[config.mk]
export PLATFORM = sky130hd
export DESIGN_NAME = fetch_seq
export DESIGN_NICKNAME = d
export VERILOG_FILES = /design/src/rtl/cpu161_pkg.sv /design/src/rtl/alu4.sv /design/src/rtl/fetch_seq.sv
export SDC_FILE = /design/constraint.sdc
export NUM_CORES = 1
export LEC_CHECK = 0
export BUFFER_PORTS_ARGS = -buffer_cell sky130_fd_sc_hd__buf_4
export CORE_MARGIN = 2
export CORE_UTILIZATION = 51
export CTS_CLUSTER_DIAMETER = 50
export DETAILED_ROUTE_END_ITERATION = 10
export GPL_TIMING_DRIVEN = 1
export MAX_ROUTING_LAYER = met4
export PLACE_DENSITY = 0.82
export SETUP_SLACK_MARGIN = 0.4
export SKIP_CTS_REPAIR_TIMING = 1
export SLEW_MARGIN = 10
export SYNTH_ARGS = -nofsm -noshare
export SYNTH_HDL_FRONTEND = slang
export SYNTH_HIERARCHICAL = 1
export SYNTH_SLANG_ARGS = --single-unit
[constraint.sdc]
create_clock -name CP -period 2.4 [get_ports CP]
set_clock_uncertainty 0.1 [all_clocks]
set_input_delay 0.24 -clock CP [delete_from_list [all_inputs] [get_ports CP]]
set_output_delay 0.24 -clock CP [all_outputs]
set_load 0.02 [all_outputs]
[src/rtl/cpu161_pkg.sv]
// Shared definitions for the hc161-driven fetch sequencer: FSM state
// encodings and the 4-bit opcode map.
package cpu161_pkg;

  typedef enum logic [1:0] {
    ST_IDLE   = 2'd0,
    ST_FETCH  = 2'd1,
    ST_EXEC   = 2'd2,
    ST_HALTED = 2'd3
  } state_t;

  localparam logic [3:0] OP_NOP  = 4'h0;
  localparam logic [3:0] OP_LDA  = 4'h1;
  localparam logic [3:0] OP_ADD  = 4'h2;
  localparam logic [3:0] OP_SUB  = 4'h3;
  localparam logic [3:0] OP_JMP  = 4'h4;
  localparam logic [3:0] OP_JZ   = 4'h5;
  localparam logic [3:0] OP_JC   = 4'h6;
  localparam logic [3:0] OP_HALT = 4'h7;

  // Opcodes 8..F are reserved.
  function automatic logic is_reserved(input logic [3:0] op);
    return op[3];
  endfunction

endpackage

[src/rtl/alu4.sv]
// 4-bit add/subtract. For subtract, c is the borrow (a < b).
module alu4 (
  input  logic [3:0] a,
  input  logic [3:0] b,
  input  logic       sub,
  output logic [3:0] y,
  output logic       c
);

  // 5-bit arithmetic: bit 4 is carry-out on add, borrow on subtract.
  always_comb begin
    if (sub) {c, y} = {1'b0, a} - {1'b0, b};
    else     {c, y} = {1'b0, a} + {1'b0, b};
  end

endmodule

[src/rtl/fetch_seq.sv]
// Two-cycle fetch/execute sequencer steering an external hc161 program
// counter. FETCH latches the ROM word at Qn; EXEC drives the counter's
// load/count controls and updates ACC/CARRY on the edge that ends it.
module fetch_seq
  import cpu161_pkg::*;
#(
  parameter bit WRAP_HALT = 1'b0
) (
  input  logic       CP,
  input  logic       MRN,
  input  logic       RUN,
  input  logic [3:0] Qn,
  input  logic       TC,
  input  logic [7:0] INSTR,
  output logic       CEP,
  output logic       CET,
  output logic       PEN,
  output logic [3:0] Dn,
  output logic [3:0] ACC,
  output logic       CARRY,
  output logic       HALT,
  output logic       ILLEGAL,
  output logic [1:0] STATE
);

  state_t     state, state_nxt;
  logic [7:0] ir;
  logic [3:0] op, imm;
  logic       in_exec, jmp_taken, do_count, wrap;
  logic [3:0] alu_y;
  logic       alu_c;

  assign op  = ir[7:4];
  assign imm = ir[3:0];

  alu4 u_alu (
    .a  (ACC),
    .b  (imm),
    .sub(op == OP_SUB),
    .y  (alu_y),
    .c  (alu_c)
  );

  // Flags are only written at the end of EXEC, so during EXEC they still
  // hold their entry values, which is what JZ/JC must test.
  assign in_exec   = (state == ST_EXEC);
  assign jmp_taken = in_exec && ((op == OP_JMP) ||
                                 (op == OP_JZ && ACC == 4'h0) ||
                                 (op == OP_JC && CARRY));
  assign do_count  = in_exec && !jmp_taken && (op != OP_HALT);
  assign wrap      = do_count && TC && (Qn == 4'hF);

  // State register.
  always_ff @(posedge CP or negedge MRN) begin
    if (!MRN) state <= ST_IDLE;
    else      state <= state_nxt;
  end

  // Next state and hc161 control; counter holds outside EXEC.
  always_comb begin
    state_nxt = state;
    PEN       = 1'b1;
    CEP       = 1'b0;
    CET       = 1'b0;
    Dn        = 4'h0;
    ILLEGAL   = 1'b0;
    case (state)
      ST_IDLE:  if (RUN) state_nxt = ST_FETCH;
      ST_FETCH: state_nxt = ST_EXEC;
      ST_EXEC: begin
        ILLEGAL = is_reserved(op);
        if (jmp_taken) begin
          PEN = 1'b0;
          Dn  = imm;
        end
        CEP = do_count;
        CET = do_count;
        if (op == OP_HALT || (WRAP_HALT && wrap)) state_nxt = ST_HALTED;
        else if (RUN)                             state_nxt = ST_FETCH;
        else                                      state_nxt = ST_IDLE;
      end
      default:  state_nxt = ST_HALTED;
    endcase
  end

  // Instruction register, loaded with the word addressed by Qn in FETCH.
  always_ff @(posedge CP or negedge MRN) begin
    if (!MRN)                  ir <= 8'h00;
    else if (state == ST_FETCH) ir <= INSTR;
  end

  // Accumulator and carry, written on the edge that ends EXEC.
  always_ff @(posedge CP or negedge MRN) begin
    if (!MRN) begin
      ACC   <= 4'h0;
      CARRY <= 1'b0;
    end else if (in_exec) begin
      case (op)
        OP_LDA:         ACC <= imm;
        OP_ADD, OP_SUB: {CARRY, ACC} <= {alu_c, alu_y};
        default: ;
      endcase
    end
  end

  assign HALT  = (state == ST_HALTED);
  assign STATE = state;

endmodule

==> out/results.tsv, run 1 <==
metric	value	unit
coreArea	2020	sq um
cts_buffers	3	
start_util	55.6	%
overflow	0	
worst_slew_pin_slew	0.383	ns
yosysTopAreaCellShare	33.4	%
place_congestion	0.777	
ys_ff_latch	15	
grt_pass1_wl	3860	um
path_class	reg -> out	
drv_slew	0	
status	complete, no violations	
synth_cell_types	37	
drt-initial-drc-count	13	
remaining_drc_errors	0	
cp_num_buf_inv	1	
grt_usage	21.1	%
post-route-period-util	94.0	%
nets	168	
reg2reg_setup_slack	0.28	ns
final_util	72.5	%
die_h	50.9	um
placed_cells	159	
grt_setup_unrepaired	true	
leakage	0.679	nW
ys_seq_area_share	33.4	%
worst-path-stages	4	
power_density	1490	nW/um^2
fmax	0.443	GHz
grt_pass1_vias	870	
clk_latency	0.29	ns
wire_per_inst	13.8	um
avgSynthCellArea	10.6	sq um
cts.sinks	15	
cts-root-buf	clkbuf_4	
cts_tree	built	
wl	2330	um
finalHoldViolCount	0	
syn_inst	106	
antenna_found_initial	0	
synth.area.top_cells	dfrtp_1, mux2_2, ha_1, inv_1, fa_1	
final_common_cell	buf_4	
vdd.ir_drop.worst	0.837	mV
dr.pass1.iters	4	
synth_edf_count	0	
stdcell_count	168	
fin_crit	2.26	ns
drive_above_1_share	46.1	%
final_cell_mix	buf_4, inv_1, dfrtp_1	
holdPathStages	3	
maxCapViolations	0	
cpPeakStageDelay	0.48	ns
rows	16	
vias	882	
crit_family	compound AO/OA/AOI/OAI gates	
via_per_inst	5.25	
worstPathRequired	2.06	ns
path_cells	o41a_1 > a2111oi_4 > and2_1 > buf_6	
dieArea	2590	sq um
syn-num-nets	132	
async_flop_share	100	%
slowest_stage	o41a_1	
power	2.19	mW
path_clk_slew	0.09	ns
yosysTopAreaCell	dfrtp_1	
hold_class	in -> reg	
reg2reg_depth	8	
crit_arrival	1.92	ns
cts_buffer_depth	2	
ios	32	
cp_max_fo	5	
start_kind	flip-flop	
antenna_left	0	
grt_start_max_net_pins	16	
endpoint_kind	output port	
synth_flop_cell	dfrtp_1	
antenna-diode-count	0	
areaGrowthSynthToFinish	30.5	%
setup-tns-final	0	ns
slew_headroom	74.3	%
dp_hpwl	1760	um
io_buffers	26	
htreeDepth	1	
die_w	50.9	um
ys_warn_count	6	
synth_area	1120	sq um
setup_viol	0	
## sequential cells by signal, summed over array words and instances, names as in the netlist
name / cells
ir: 8
STATE: 2
CARRY: 1
ACC: 4
## path summary, 6_finish.rpt
path / start / endpoint
max: ACC[1] / Dn[2]
min: INSTR[7] / ir[7]
max reg2reg: ACC[0] / ACC[1]
min reg2reg: CARRY / CARRY
max in group asynchronous: MRN / ACC[1]
min in group asynchronous: MRN / ir[4]
## layout make-up
type | count | area (sq um)
Fill cell | 142 | 556
Tap cell | 27 | 33.8
Sequential cell | 15 | 379
Multi-Input combinational cell | 72 | 691
Timing Repair Buffer | 35 | 280
Inverter | 15 | 56.3
Clock buffer | 4 | 26.3
## synth_stat cells, drive strengths merged, types with 3 or more instances
cell	number
nand2b	3
nor2	6
nor3	3
o21ai	6
and2	6
a21oi	3
ha	8
mux2	9
inv	15
dfrtp	15
mux2i	4
buf	4
## power by group
part           switching, mW  internal (mW)
combinational          0.757          0.733
clock                 0.0794         0.0647
sequential             0.169          0.385
total                   1.01           1.18
## worst register-to-register path: stages (launching register included)
cell	delay [ns]
dfrtp_2	0.40
buf_6	0.11
inv_1	0.03
ha_2	0.19
fa_2	0.55
mux2i_1	0.10
nor3_1	0.17
a21oi_1	0.09
mux2_2	0.26
## logic make-up (layout without fill, tap and decap cells)
logic type | after synthesis | in the layout | synth area share, %
buffers and inverters | 19 | 54 | 7.79
AND/OR/NAND/NOR | 27 | 27 | 17.5
multiplexers | 13 | 13 | 12.6
adder cells (fa/ha/maj) | 10 | 10 | 12.5
AO/OA/AOI/OAI | 20 | 20 | 14.7
flip-flops | 15 | 15 | 33.4
XOR/XNOR | 2 | 2 | 1.56
## per-stage QoR
stage / worst slack [ns] / instance area (sq um) / hold WS [ns]
6_report: 0.145 / 1470 / 0.0588
5_1_grt: 0.0181 / 1470 / 0.0614
4_1_cts: 0.121 / 1380 / -0.311
3_5_place_dp: 0.352 / 1360 / 0.00157
3_3_place_gp: 0.404 / 1360 / 0.00324
2_1_floorplan: 0.405 / 1130 / -0.156
## routing by layer
metal,global-route usage (%),part of all wire [%]
met5,-,0
met3,4.39,3.8
met1,25.0,42
met2,33.8,52
met4,10.8,2.2
No activity file was read; power rests on OpenSTA's default activity.
==> run 2, diff against run 1 <==
--- a/config.mk
+++ b/config.mk
@@ -13,7 +13,6 @@
 export GPL_TIMING_DRIVEN = 1
 export MAX_ROUTING_LAYER = met4
 export PLACE_DENSITY = 0.82
-export SETUP_SLACK_MARGIN = 0.4
 export SKIP_CTS_REPAIR_TIMING = 1
 export SLEW_MARGIN = 10
 export SYNTH_ARGS = -nofsm -noshare
==> out/results.tsv, run 2 (synthesis gave the netlist of run 1 again) <==
metric	value	unit	change
status	complete, no violations		unchanged
drv_slew	0		unchanged
grt_start_max_net_pins	16		unchanged
cpPeakStageDelay	0.51	ns	was 0.48 ns
coreArea	2020	sq um	unchanged
dp_hpwl	1770	um	was 1760 um
cts_buffer_depth	2		unchanged
fmax	0.446	GHz	was 0.443 GHz
grt_setup_unrepaired	false		was true
nets	162		was 168
clk_latency	0.28	ns	was 0.29 ns
hold_class	in -> reg		unchanged
pre_cts_ws	0.251	ns	was 0.352 ns
drt-initial-drc-count	9		was 13
slowest_stage	o41a_1		unchanged
final_cell_mix	buf_4, dfrtp_1, inv_1		was buf_4, inv_1, dfrtp_1
dieArea	2590	sq um	unchanged
grt_usage	19.7	%	was 21.1%
fin_crit	2.24	ns	was 2.26 ns
drive_above_1_share	37.0	%	was 46.1%
worst_slack	0.156	ns	was 0.145 ns
worstPathRequired	2.06	ns	about the same
via_per_inst	5.19		was 5.25
placed_cells	157		was 159
vias	841		was 882
setup_viol	0		unchanged
io_buffers	26		unchanged
cp_max_fo	7		was 5
final_common_cell	buf_4		unchanged
leakage	0.652	nW	was 0.679 nW
final_area	1370	sq um	was 1470 sq um
post-route-period-util	93.5	%	was 94.0%
rows	16		unchanged
start_kind	flip-flop		unchanged
multi_input_area	661	sq um	was 691 sq um
power_density	1480	nW/um^2	was 1490 nW/um^2
grt_pass1_wl	3780	um	was 3860 um
cts_tree	built		unchanged
remaining_drc_errors	0		unchanged
crit_arrival	1.90	ns	was 1.92 ns
stdcell_count	162		was 168
seq_area	375	sq um	was 379 sq um
grt_pass1_vias	855		was 870
slew_headroom	68.6	%	was 74.3%
place_congestion	0.792		was 0.777
areaGrowthSynthToFinish	22.3	%	was 30.5%
path_clk_slew	0.09	ns	about the same
largest-register	ir		unchanged
largest_reg_flops	8		unchanged
die_h	50.9	um	unchanged
placed_cell_area	1340	sq um	was 1360 sq um
antenna-diode-count	0		unchanged
fillCellCount	162		was 142
die_w	50.9	um	unchanged
path_class	reg -> out		unchanged
htreeDepth	1		unchanged
worst_slew_pin_slew	0.470	ns	was 0.383 ns
endpoint_kind	output port		unchanged
cts-root-buf	clkbuf_4		unchanged
cts.sinks	15		unchanged
ios	32		unchanged
wl	2210	um	was 2330 um
path_cells	o41a_1 > a2111oi_4 > and2_1 > buf_4		was o41a_1 > a2111oi_4 > and2_1 > buf_6
antenna_left	0		unchanged
overflow	0		unchanged
start_util	55.6	%	unchanged
dr.pass1.iters	4		unchanged
wire_per_inst	13.6	um	was 13.8 um
setup-tns-final	0	ns	unchanged
vdd.ir_drop.worst	0.975	mV	was 0.837 mV
maxCapViolations	0		unchanged
antenna_found_initial	0		unchanged
finalHoldViolCount	0		unchanged
cts_buffers	3		unchanged
run 2: cell types whose count changed in the layout (fill, tap and decap cells not counted), sizes merged:
cell | previous run | this run
clkinv | 0 | 1
clkbuf | 4 | 3
buf | 34 | 28
run 2: final cells by class:
type / count / area share, %
sequential: 15 / 27.3
clock inverter: 1 / 0.364
multi-input combinational: 72 / 48.1
inverter: 15 / 4.10
tap: 27 / 2.46
clock buffer: 3 / 1.64
timing repair buffer: 29 / 16.0
run 2: worst max-delay path, delay by kind of cell, from the launching register on:
family / cells / cell delay, ns
buffers and inverters: 1 / 0.14
DFF: 1 / 0.49
AOI/OAI and AO/OA: 2 / 0.81
and+or+nand+nor: 1 / 0.19
run 2: path summary, 6_finish.rpt:
path	cells past startpoint	endpoint	slack, ns	startpoint
worst max-delay path	4	Dn[1]	0.16	ACC[1]
worst max register to register	8	ACC[3]	0.23	ir[7]
max in group asynchronous	2	ACC[3]	1.78	MRN
min in group asynchronous	2	ir[0]	0.25	MRN
worst min register to register	1	CARRY	0.45	CARRY
worst min-delay path	3	ir[7]	0.06	INSTR[7]
run 2: where the power goes:
part           total (mW)  switching (mW)  internal (mW)
combinational        1.30           0.673          0.629
sequential          0.584           0.205          0.379
clock               0.144          0.0826         0.0618
total                2.03           0.961           1.07
run 2: metal layers:
| metal | GRT usage (%) | vias up | wire length, um |
|---|---|---|---|
| met5 | - | - | 0 |
| met4 | 4.05 | 0 | 9 |
| met1 | 24.3 | 400 | 981 |
| met3 | 2.63 | 2 | 66 |
| met2 | 34.6 | 17 | 1150 |
| li1 | - | 422 | - |
run 2: through the flow:
stage          power [mW]  hold WS [ns]  util (%)
3_5_place_dp         1.89       0.00544      66.1
4_1_cts              2.05        -0.310      67.5
3_3_place_gp         1.82       0.00279      66.1
5_1_grt              2.21        0.0675      67.9
2_1_floorplan        1.53        -0.156         -
6_report             2.03        0.0604      67.9
==> run 3, diff against run 2 <==
--- a/config.mk
+++ b/config.mk
@@ -5,12 +5,12 @@
 export SDC_FILE = /design/constraint.sdc
 export NUM_CORES = 1
 export LEC_CHECK = 0
-export BUFFER_PORTS_ARGS = -buffer_cell sky130_fd_sc_hd__buf_4
+export BUFFER_PORTS_ARGS = -buffer_cell sky130_fd_sc_hd__buf_2
 export CORE_MARGIN = 2
 export CORE_UTILIZATION = 51
 export CTS_CLUSTER_DIAMETER = 50
 export DETAILED_ROUTE_END_ITERATION = 10
-export GPL_TIMING_DRIVEN = 1
+export GPL_TIMING_DRIVEN = 0
 export MAX_ROUTING_LAYER = met4
 export PLACE_DENSITY = 0.82
 export SKIP_CTS_REPAIR_TIMING = 1
==> out/results.tsv, run 3 (synthesis gave the netlist of run 1 again) <==
metric	value	unit	change
reg2reg_depth	9		was 8
r2r-end	ACC[3]		unchanged
slowest_stage	o41a_1		unchanged
slew_headroom	74.1	%	was 68.6%
cpPeakStageDelay	0.51	ns	about the same
largest-register	ir		unchanged
worstSetupEndpoint	Dn[3]		was Dn[1]
cts_buffer_depth	2		unchanged
areaGrowthSynthToFinish	17.8	%	was 22.3%
overflow	0		unchanged
nets	164		was 162
dp_hpwl	1690	um	was 1770 um
power_frac_comb	63.4	%	was 64.1%
timing.rr.start	ir[7]		unchanged
start_util	55.6	%	unchanged
grt_pass1_vias	817		was 855
grt_usage	19.2	%	was 19.7%
die_w	50.9	um	unchanged
drt-initial-drc-count	18		was 9
wire_per_inst	12.9	um	was 13.6 um
setup_viol	0		unchanged
io_buffers	26		unchanged
reg2reg_setup_slack	0.32	ns	was 0.23 ns
clk_latency	0.28	ns	about the same
drive_above_1_share	37.2	%	was 37.0%
via_per_inst	5.21		was 5.19
seq_power_share	29.5	%	was 28.8%
rows	16		unchanged
vdd.ir_drop.worst	0.868	mV	was 0.975 mV
multi_input_area	661	sq um	unchanged
worst_slew_pin_slew	0.385	ns	was 0.470 ns
swShare	48.0	%	was 47.3%
endpoint_kind	output port		unchanged
cts_buffers	3		unchanged
worstPathRequired	2.06	ns	about the same
p_clk_share	7.1	%	about the same
path_clk_slew	0.08	ns	was 0.09 ns
drv_slew	0		unchanged
antenna_left	0		unchanged
ios	32		unchanged
post-route-period-util	94.3	%	was 93.5%
leakage	0.644	nW	was 0.652 nW
fmax	0.442	GHz	was 0.446 GHz
final_cell_mix	buf_2, dfrtp_1, inv_1		was buf_4, dfrtp_1, inv_1
cts-root-buf	clkbuf_4		unchanged
placed_cell_area	1290	sq um	was 1340 sq um
antenna-diode-count	0		unchanged
coreArea	2020	sq um	unchanged
dieArea	2590	sq um	unchanged
start_kind	flip-flop		unchanged
stdcell_count	164		was 162
final_area	1320	sq um	was 1370 sq um
power	1.97	mW	was 2.03 mW
setup-tns-final	0	ns	unchanged
status	complete, no violations		unchanged
crit_arrival	1.92	ns	was 1.90 ns
p_int	1.03	mW	was 1.07 mW
power_density	1490	nW/um^2	was 1480 nW/um^2
path_cells	o41a_1 > a2111oi_4 > and2_1 > buf_2		was o41a_1 > a2111oi_4 > and2_1 > buf_4
dr.pass1.iters	5		was 4
largest_reg_flops	8		unchanged
place_congestion	0.780		was 0.792
fillCellCount	168		was 162
placed_cells	159		was 157
vias	855		was 841
cts.sinks	15		unchanged
cp_max_fo	7		unchanged
grt_start_max_net_pins	16		unchanged
maxCapViolations	0		unchanged
crit_path_start	ACC[1]		unchanged
grt_pass1_wl	3640	um	was 3780 um
final_common_cell	buf_2		was buf_4
remaining_drc_errors	0		unchanged
seq_area	375	sq um	unchanged
die_h	50.9	um	unchanged
final_util	65.5	%	was 67.9%
antenna_found_initial	0		unchanged
finalHoldViolCount	0		unchanged
grt_setup_unrepaired	false		unchanged
path_class	reg -> out		unchanged
p_switching	0.947	mW	was 0.961 mW
wl	2120	um	was 2210 um
fin_crit	2.26	ns	was 2.24 ns
htreeDepth	1		unchanged
cts_tree	built		unchanged
hold_class	in -> reg		unchanged
[run 3: changes by cell type in the layout (fill, tap and decap cells not counted), sizes merged]
| cell | change |
|---|---|
| clkbuf | +1 |
| buf | +2 |
| clkinv | -1 |
[run 3: power by group through the flow]
stage | sequential, mW | combinational [mW] | clock, mW
after floorplan | 0.607 | 0.923 | 0
after global routing | 0.612 | 1.39 | 0.155
after detailed placement | 0.586 | 1.25 | 0
after global placement | 0.572 | 1.20 | 0
after CTS | 0.581 | 1.26 | 0.143
final | 0.582 | 1.25 | 0.141
[run 3: critical path: cells and delay by family (launching register included)]
| family | cells | cell delay (ns) |
|---|---|---|
| compound gates | 2 | 0.83 |
| flops | 1 | 0.47 |
| buf+inv | 1 | 0.16 |
| simple gates | 1 | 0.19 |
[run 3: worst min-delay path by stage]
stage / to / cells past startpoint / slack [ns] / from
final: ir[6] / 2 / 0.09 / INSTR[6]
after global routing: ir[1] / 2 / 0.09 / INSTR[1]
after CTS: STATE[0] / 1 / -0.24 / MRN
after detailed placement: STATE[0] / 1 / 0.06 / MRN
after global placement: STATE[1] / 1 / 0.06 / MRN
after floorplan: ACC[0] / 0 / -0.16 / MRN
[run 3: cell type report]
| cell class | count | area share, % |
|---|---|---|
| Clock buffer | 4 | 1.98 |
| Multi-Input combinational cell | 72 | 49.9 |
| Tap cell | 27 | 2.55 |
| Buffer | 4 | 2.36 |
| Timing Repair Buffer | 27 | 10.6 |
| Sequential cell | 15 | 28.4 |
| Inverter | 15 | 4.25 |
[run 3: metal layers]
| metal | share of wire (%) | up-vias | global-route usage, % | wire length (um) |
|---|---|---|---|---|
| li1 | - | 420 | - | - |
| met5 | 0 | - | - | 0 |
| met4 | 0.80 | 0 | 4.05 | 17 |
| met1 | 43 | 414 | 25.1 | 917 |
| met3 | 3.8 | 4 | 2.63 | 81 |
| met2 | 52 | 17 | 31.8 | 1110 |
[run 3: stage by stage]
step           hold WS [ns]  setup WS, ns
2_1_floorplan        -0.156         0.381
3_3_place_gp         0.0569         0.367
3_5_place_dp         0.0595         0.321
4_1_cts              -0.242         0.117
5_1_grt              0.0858        0.0225
6_report             0.0871         0.137
